File: config.mk
export PLATFORM = sky130hd
export DESIGN_NAME = truth_table_sweeper
export DESIGN_NICKNAME = d
export VERILOG_FILES = /design/src/rtl/truth_table_sweeper.sv
export SDC_FILE = /design/constraint.sdc
export NUM_CORES = 1
export LEC_CHECK = 0
export BUFFER_PORTS_ARGS = -buffer_cell sky130_fd_sc_hd__buf_2
export CAP_MARGIN = 40
export CORE_MARGIN = 2
export CORE_UTILIZATION = 55
export DETAILED_ROUTE_END_ITERATION = 7
export PLACE_DENSITY = 0.87
export SLEW_MARGIN = 40
export SYNTH_ARGS = -nofsm -noshare
export SYNTH_HDL_FRONTEND = slang
export SYNTH_SLANG_ARGS = --single-unit
File: constraint.sdc
create_clock -name clk -period 2.2 [get_ports clk]
set_clock_uncertainty 0.1 [all_clocks]
set_input_delay 0.44 -clock clk [delete_from_list [all_inputs] [get_ports clk]]
set_output_delay 0.44 -clock clk [all_outputs]
set_load 0.01 [all_outputs]
File: src/rtl/truth_table_sweeper.sv
// Exhaustive truth-table sweeper: walks all 2^N_IN input combinations of a combinational
// function, samples its output per combination and compares against an expected minterm mask.
module truth_table_sweeper #(
    parameter int unsigned N_IN   = 3,
    parameter int unsigned SETTLE = 1
) (
    input  logic                   clk,
    input  logic                   rst,
    input  logic                   start,
    input  logic [(1<<N_IN)-1:0]   expected,
    input  logic                   f_in,
    output logic [N_IN-1:0]        x_out,
    output logic                   busy,
    output logic                   done,
    output logic [(1<<N_IN)-1:0]   table_out,
    output logic                   match,
    output logic [N_IN-1:0]        fail_idx
);

    localparam int unsigned W      = 1 << N_IN;
    localparam logic [N_IN:0] LAST = (N_IN + 1)'(W - 1);
    localparam logic [3:0] RELOAD  = 4'(SETTLE - 1);

    typedef enum logic [1:0] {StIdle, StWait, StSample, StDone} state_t;

    state_t          state_q, state_d;
    logic [N_IN:0]   idx_q, idx_d;
    logic [3:0]      cnt_q, cnt_d;
    logic [W-1:0]    exp_q, exp_d;
    logic [W-1:0]    table_q, table_d;
    logic [N_IN-1:0] x_q, x_d;
    logic [N_IN-1:0] fail_q, fail_d;
    logic            busy_q, busy_d;
    logic            done_q, done_d;
    logic            match_q, match_d;

    // Table including the sample being taken this cycle, so the verdict sees the last bit.
    logic [W-1:0]    sample_tbl;
    logic [W-1:0]    diff;
    logic [N_IN-1:0] first_diff;
    logic [N_IN:0]   idx_next;

    always_comb begin
        sample_tbl = table_q;
        sample_tbl[idx_q[N_IN-1:0]] = f_in;
        diff = sample_tbl ^ exp_q;
        first_diff = '0;
        for (int i = int'(W) - 1; i >= 0; i--) begin
            if (diff[i]) first_diff = N_IN'(i);
        end
        idx_next = idx_q + 1'b1;
    end

    always_comb begin
        state_d = state_q;
        idx_d   = idx_q;
        cnt_d   = cnt_q;
        exp_d   = exp_q;
        table_d = table_q;
        x_d     = x_q;
        fail_d  = fail_q;
        busy_d  = busy_q;
        done_d  = 1'b0;
        match_d = match_q;
        unique case (state_q)
            StIdle: begin
                if (start) begin
                    state_d = StWait;
                    exp_d   = expected;
                    table_d = '0;
                    idx_d   = '0;
                    x_d     = '0;
                    cnt_d   = RELOAD;
                    busy_d  = 1'b1;
                    match_d = 1'b0;
                    fail_d  = '0;
                end
            end
            StWait: begin
                if (cnt_q != 4'd0) cnt_d = cnt_q - 4'd1;
                else               state_d = StSample;
            end
            StSample: begin
                table_d = sample_tbl;
                if (idx_q == LAST) begin
                    state_d = StDone;
                    busy_d  = 1'b0;
                    done_d  = 1'b1;
                    match_d = (sample_tbl == exp_q);
                    fail_d  = first_diff;
                end else begin
                    idx_d   = idx_next;
                    x_d     = idx_next[N_IN-1:0];
                    cnt_d   = RELOAD;
                    state_d = StWait;
                end
            end
            StDone: state_d = StIdle;
            default: state_d = StIdle;
        endcase
    end

    always_ff @(posedge clk or posedge rst) begin
        if (rst) begin
            state_q <= StIdle;
            idx_q   <= '0;
            cnt_q   <= '0;
            exp_q   <= '0;
            table_q <= '0;
            x_q     <= '0;
            fail_q  <= '0;
            busy_q  <= 1'b0;
            done_q  <= 1'b0;
            match_q <= 1'b0;
        end else begin
            state_q <= state_d;
            idx_q   <= idx_d;
            cnt_q   <= cnt_d;
            exp_q   <= exp_d;
            table_q <= table_d;
            x_q     <= x_d;
            fail_q  <= fail_d;
            busy_q  <= busy_d;
            done_q  <= done_d;
            match_q <= match_d;
        end
    end

    assign x_out     = x_q;
    assign busy      = busy_q;
    assign done      = done_q;
    assign table_out = table_q;
    assign match     = match_q;
    assign fail_idx  = fail_q;

endmodule

# --- Word level (Yosys, flattened, before mapping) ---
# Cells that the tools add are included.
classes:
  reduce_logical: 11
  add_sub_neg: 2
  mux: 36
  div: 0
  n_shift: 0
  order_cmp: 2
  eq_ne: 10
  multipliers: 0
  bitwise: 1
op_table:
  columns: ["operator", "count"]
  rows:
  - ["3-bit two-way mux", 11]
  - ["4-bit two-way mux", 4]
  - ["8-bit case mux with 2 select lines", 1]
  - ["3-bit case mux with 2 select lines", 2]
  - ["4-bit case mux with 3 select lines", 1]
  - ["2-bit != test, second input constant", 5]
  - ["8-bit bitwise mux", 1]
  - ["8-bit == test", 1]
  - ["8-bit two-way mux", 1]
  - ["2-bit case mux with 4 select lines", 1]
  - ["4-bit case mux with 2 select lines", 1]
  - ["8-bit bitwise XOR", 1]
  - ["1-bit two-way mux", 7]
  - ["2-bit two-way mux", 3]
  - ["2-bit AND reduction", 3]
  - ["3-bit AND reduction", 2]
  - ["4-bit by 1-bit adder with 4-bit output, second input constant", 1]
  - ["2-bit == test, second input constant", 2]
  - ["4-bit by 3-bit == test with 1-bit output, second input constant", 1]
  - ["3-bit by 4-bit < comparator with 1-bit output, second input constant", 1]
  - ["1-bit case mux with 2 select lines", 2]
  - ["4-bit AND reduction", 1]
  - ["4-bit nonzero test", 1]
  - ["4-bit by 1-bit subtractor with 4-bit output, second input constant", 1]
  - ["other kinds (7)", 7]
totals:
  output_inout_bits: 17
  ramBits: 0
  wordCells: 72
  mem_bits_ro: 0
  memories: 0
  reg_bits: 35
  latch_bits: 0
  in_bits: 12

# --- Logic depth before layout (Yosys ltp) ---
depth:
  word_depth: 16
  ltp_mapped: 9
  depth_no_buf: 9

# --- Least setup slack after synthesis ---
# Ideal clock, no wire load.
synth_path:
  path_kind: "register to register"
  start: "reg idx_q[0]"
  end: "reg fail_q[2] (netlist: fail_idx[2])"
  arrival_ns: 1.666
  t_required_ns: 1.978
  path_stages_with_launch: 7
  path_slack_ns: 0.313
  path_buffers: 1
  synth_period_minus_slack_ns: 1.887
  setup_time_ns: 0.122
  path_cell_list: "dfrtp_1 > buf_6 > or3b_4 > mux2i_1 > xor2_1 > nand3_1 > a32o_1"
synth_between:
  elab_chain_len: 16
  word_cells_on_any_way: 20
  classes_between: "order compare: 2; eq/ne: 2; mux: 13; bitwise: 1; reduce/logical: 2"
synth_rtl:
  columns: ["item", "line_no", "rtl"]
  rows:
  - ["from (decl)", "27", "logic [N_IN:0] idx_q, idx_d;"]
  - ["from (signal assigned)", "117", "idx_q <= idx_d;"]
  - ["3-bit by 4-bit < comparator with 1-bit output (not written as such) / 3-bit by 1-bit greater-or-equal comparator with 1-bit output (equally long branches)", "45", "sample_tbl[idx_q[N_IN-1:0]] = f_in;"]
  - ["1-bit logical AND (not written as such)", "45", null]
  - ["1-bit two-way mux (not written as such)", "45", null]
  - ["1-bit demux with 3-bit select", "45", null]
  - ["8-bit bitwise mux", "45", null]
  - ["8-bit bitwise XOR", "46", "diff = sample_tbl ^ exp_q;"]
  - ["3-bit two-way mux (8 in series)", "49", "if (diff[i]) first_diff = N_IN'(i);"]
  - ["3-bit two-way mux", "85", "if (idx_q == LAST) begin"]
  - ["3-bit case mux with 2 select lines", "65", "unique case (state_q)"]
  - ["to (signal assigned)", "122", "fail_q <= fail_d;"]
  - ["to (decl)", "32", "logic [N_IN-1:0] fail_q, fail_d;"]
# Parallel ways exist; a longest one is shown, timed or not. The select of a mux whose other input is x is not followed.
# A chain may end at the register's enable or synchronous reset.

# --- Final worst setup path ---
# Same ends and word-level chain as after synthesis.

==> impl_metrics.py <==
metrics = {
    "status": {
        "status": "complete, no violations",
    },
    "clock_network": {
        "cts_hold_buf": 0,
        "cts_buffer_depth": 2,
        "cts_tree": "built",
        "clock_sinks": 32,
        "numCtsBuffers": 5,
        "cts_root_buf": "clkbuf_4",
        "worstSkewPairLatency_ns": 0.34,
        "h-tree-depth": 2,
        "clk_pin_slew_ns": 0.10,
    },
    "synth": {
        "synth_seq_cells": 32,
        "ys_types": 32,
        "yosysWarnings": 0,
        "syn_avg_cell_area_um2": 10.5,
        "seq_area_frac_synth_pct": 47.3,
        "synth_cells": 161,
        "syn-num-nets": 175,
        "netlist_area_um2": 1690,
    },
    "run": {
        "maxCapViolCount": 0,
    },
    "hold_path": {
        "hp-class": "input port to asynchronous set/reset pin",
    },
    "worst_setup_path": {
        "regToRegSetupSlack_ns": 0.15,
        "crit_arrival_ns": 2.19,
        "crit_path_end_kind": "register",
        "r2r_cells": 5,
        "cp_cell_sequence": "or3b_4 -> mux2i_1 -> xor2_1 -> nand3_1 -> a32o_1",
        "timing.rr.start": "idx_q[0]$_DFFE_PP0P_",
        "rr_endpoint": "fail_idx[2]$_DFFE_PP0P_",
        "critical_path_class": "register to register",
        "cp_num_buf_inv": 0,
        "critical_path.max_fanout": 12,
        "critPathMaxStageDelay_ns": 0.50,
        "cp.required_ns": 2.34,
        "crit_path_start_kind": "register",
        "worst_path_max_delay_cell": "dfrtp_2",
        "critical-path-top-delay-family": "simple AND/OR/NAND/NOR gates",
    },
    "die": {
        "coreArea_um2": 3000,
        "start_util_pct": 56.4,
        "die_h_um": 59.5,
        "die_w_um": 59.5,
        "num_rows": 20,
        "die_area_um2": 3540,
        "ioPinCount": 29,
    },
    "placement": {
        "port_buffers": 28,
        "gp_congestion": 0.843,
        "post_dp_cell_area_um2": 1830,
        "place_hpwl_um": 2610,
    },
    "layout": {
        "final_core_util_pct": 63.7,
        "nets": 204,
        "area_growth_pct": 12.9,
        "layout-drive-gt1-share_pct": 31.4,
        "num-fill-cells": 251,
        "antenna_cells": 0,
        "final_area_um2": 1910,
    },
    "global_routing": {
        "grt_pass1_vias": 1313,
        "antenna_found_initial": 0,
        "grt_max_degree": 33,
        "grt_pass1_wl_um": 5860,
        "grt_usage_pct": 22.6,
        "gr-total-overflow": 0,
    },
    "detailed_routing": {
        "wl_um": 3510,
        "wire_per_inst_um": 15.7,
        "firstDrtPassIters": 4,
        "vias_per_cell": 5.85,
        "route.detailed.drc": 0,
        "route.met3.wl_um": 234,
        "top_layer_used": "met4",
        "met2_length_um": 1760,
        "drtIter0Drc": 39,
        "m1WireLength_um": 1480,
        "vias": 1311,
        "postRouteAntennaNets": 0,
    },
    "timing": {
        "rsz0062_at_grt": "no",
        "fin_crit_sh_pct": 93.3,
        "hold_violations": 0,
        "tightest_slew_ns": 0.519,
        "fmax_mhz": 487,
        "slew_violations": 0,
        "period_minus_slack_ns": 2.05,
        "relSlewSlack_pct": 65.4,
        "setup_viol": 0,
    },
    "pwr": {
        "powerDensity_nw_per_um2": 1330,
        "peakVddDrop_mv": 0.698,
        "p_leak_nw": 0.929,
    },
}
## power breakdown
part           internal, W  switching, W
Combinational     0.000563      0.000585
Clock             0.000152      0.000204
Sequential        0.000790      0.000248
## layout make-up
| type | count | area, um2 | share of cell area, % |
|---|---|---|---|
| clock buffers | 6 | 51.3 | 2.68 |
| clock inverters | 2 | 10.0 | 0.524 |
| repair buffers | 31 | 163 | 8.51 |
| multi-input cells | 115 | 823 | 43.1 |
| well taps | 33 | 41.3 | 2.16 |
| inverters | 5 | 18.8 | 0.982 |
| flip-flops and latches | 32 | 805 | 42.1 |
## cell usage in the layout, fill, tap and decap left out, drive strengths merged, types with 2 or more instances in the layout
cell,synthesis,layout
dfrtp,32,32
buf,7,31
nand2,16,16
o21ai,16,16
mux2,11,11
a22o,11,11
nor2,10,10
mux2i,9,9
xnor2,6,6
clkbuf,2,6
inv,5,5
nand2b,4,4
nand3b,3,3
nor3,3,3
xor2,3,3
a21oi,3,3
nand3,3,3
o31ai,2,2
ha,2,2
clkinv,0,2
or3b,2,2
a21o,2,2
nor3b,2,2
## logic make-up after synthesis
family                   Yosys count  synth area share, %
AO/OA/AOI/OAI                     38                 15.1
XOR/XNOR                           9                 4.65
adder cells (fa/ha/maj)            2                 1.48
buffers and inverters             14                 5.32
flip-flops                        32                 47.3
multiplexers                      20                 12.6
AND/OR/NAND/NOR                   46                 13.5
## flip-flops by register name (all words and copies together) (netlist names)
| name | flops |
|---|---|
| done | 1 |
| fail_idx | 3 |
| exp_q | 8 |
| table_out | 8 |
| match | 1 |
| state_q | 2 |
| busy | 1 |
| idx_q | 4 |
| cnt_q | 4 |
## tightest hold or removal path: stages
cell	delay (ns)
buf_2	0.09
inv_1	0.04
buf_4	0.35
## metal layers
metal | GRT usage (%) | vias to the layer above
met1 | 27.9 | 634
met3 | 7.64 | 5
met5 | 0 | -
met4 | 9.21 | 0
li1 | - | 625
met2 | 36.4 | 47
## what timing repair did
| item | in CTS | in global routing |
|---|---|---|
| setup endpoints to repair | 2 | 7 |
| resized for setup | 2 | 5 |
| setup buffers | 0 | 0 |
## cells in the mapped netlist
library cell	instances	share of area [%]
or3b_2	1	0.52
dfrtp_1	32	47
clkbuf_1	2	0.44
o31ai_1	2	0.89
xnor2_1	6	3.1
or3b_4	1	0.66
buf_6	3	2.0
a211oi_1	1	0.44
mux2i_1	9	5.3
nor2_1	10	2.2
a22oi_1	1	0.44
o21ai_0	16	4.7
a22o_1	10	5.2
buf_4	4	1.8
a32o_1	1	0.59
nand2_1	16	3.5
and2_1	1	0.37
nand3_1	3	0.89
nor2b_1	1	0.37
or3_1	1	0.37
o41ai_1	1	0.52
ha_1	2	1.5
a22o_2	1	0.59
nor3b_1	2	0.89
mux2_2	11	7.3
a21oi_1	3	0.89
nand2b_1	4	1.5
nand3b_1	3	1.3
a21o_1	2	0.89
inv_1	5	1.1
xor2_1	3	1.6
nor3_1	3	0.89
## metrics by stage
| stage | power [W] | std cells | setup WS, ns | TNS [ns] | hold WS (ns) |
|---|---|---|---|---|---|
| 2_1_floorplan | 0.00190 | 161 | 0.313 | 0 | 0.364 |
| 3_3_place_gp | 0.00208 | 216 | 0.163 | 0 | 0.365 |
| 3_5_place_dp | 0.00216 | 216 | -0.0400 | -0.0495 | 0.376 |
| 4_1_cts | 0.00252 | 224 | 0.0279 | 0 | 0.0562 |
| 5_1_grt | 0.00276 | 224 | 0.0378 | 0 | 0.0786 |
| 6_report | 0.00254 | 224 | 0.148 | 0 | 0.0593 |
## how the worst max path moves through the flow
| stage | depth (start not counted) | to | start |
|---|---|---|---|
| 6_report | 5 | fail_idx[2]$_DFFE_PP0P_ | idx_q[0]$_DFFE_PP0P_ |
| 5_1_grt | 7 | match$_DFFE_PP0P_ | idx_q[1]$_DFFE_PP0P_ |
| 3_3_place_gp | 7 | match$_DFFE_PP0P_ | idx_q[1]$_DFFE_PP0P_ |
| 3_5_place_dp | 9 | cnt_q[3]$_DFFE_PP0P_ | idx_q[1]$_DFFE_PP0P_ |
| 4_1_cts | 9 | cnt_q[3]$_DFFE_PP0P_ | idx_q[0]$_DFFE_PP0P_ |
| 2_1_floorplan | 6 | fail_idx[2]$_DFFE_PP0P_ | idx_q[0]$_DFFE_PP0P_ |
Note: power is estimated with default switching activity, not from simulation.
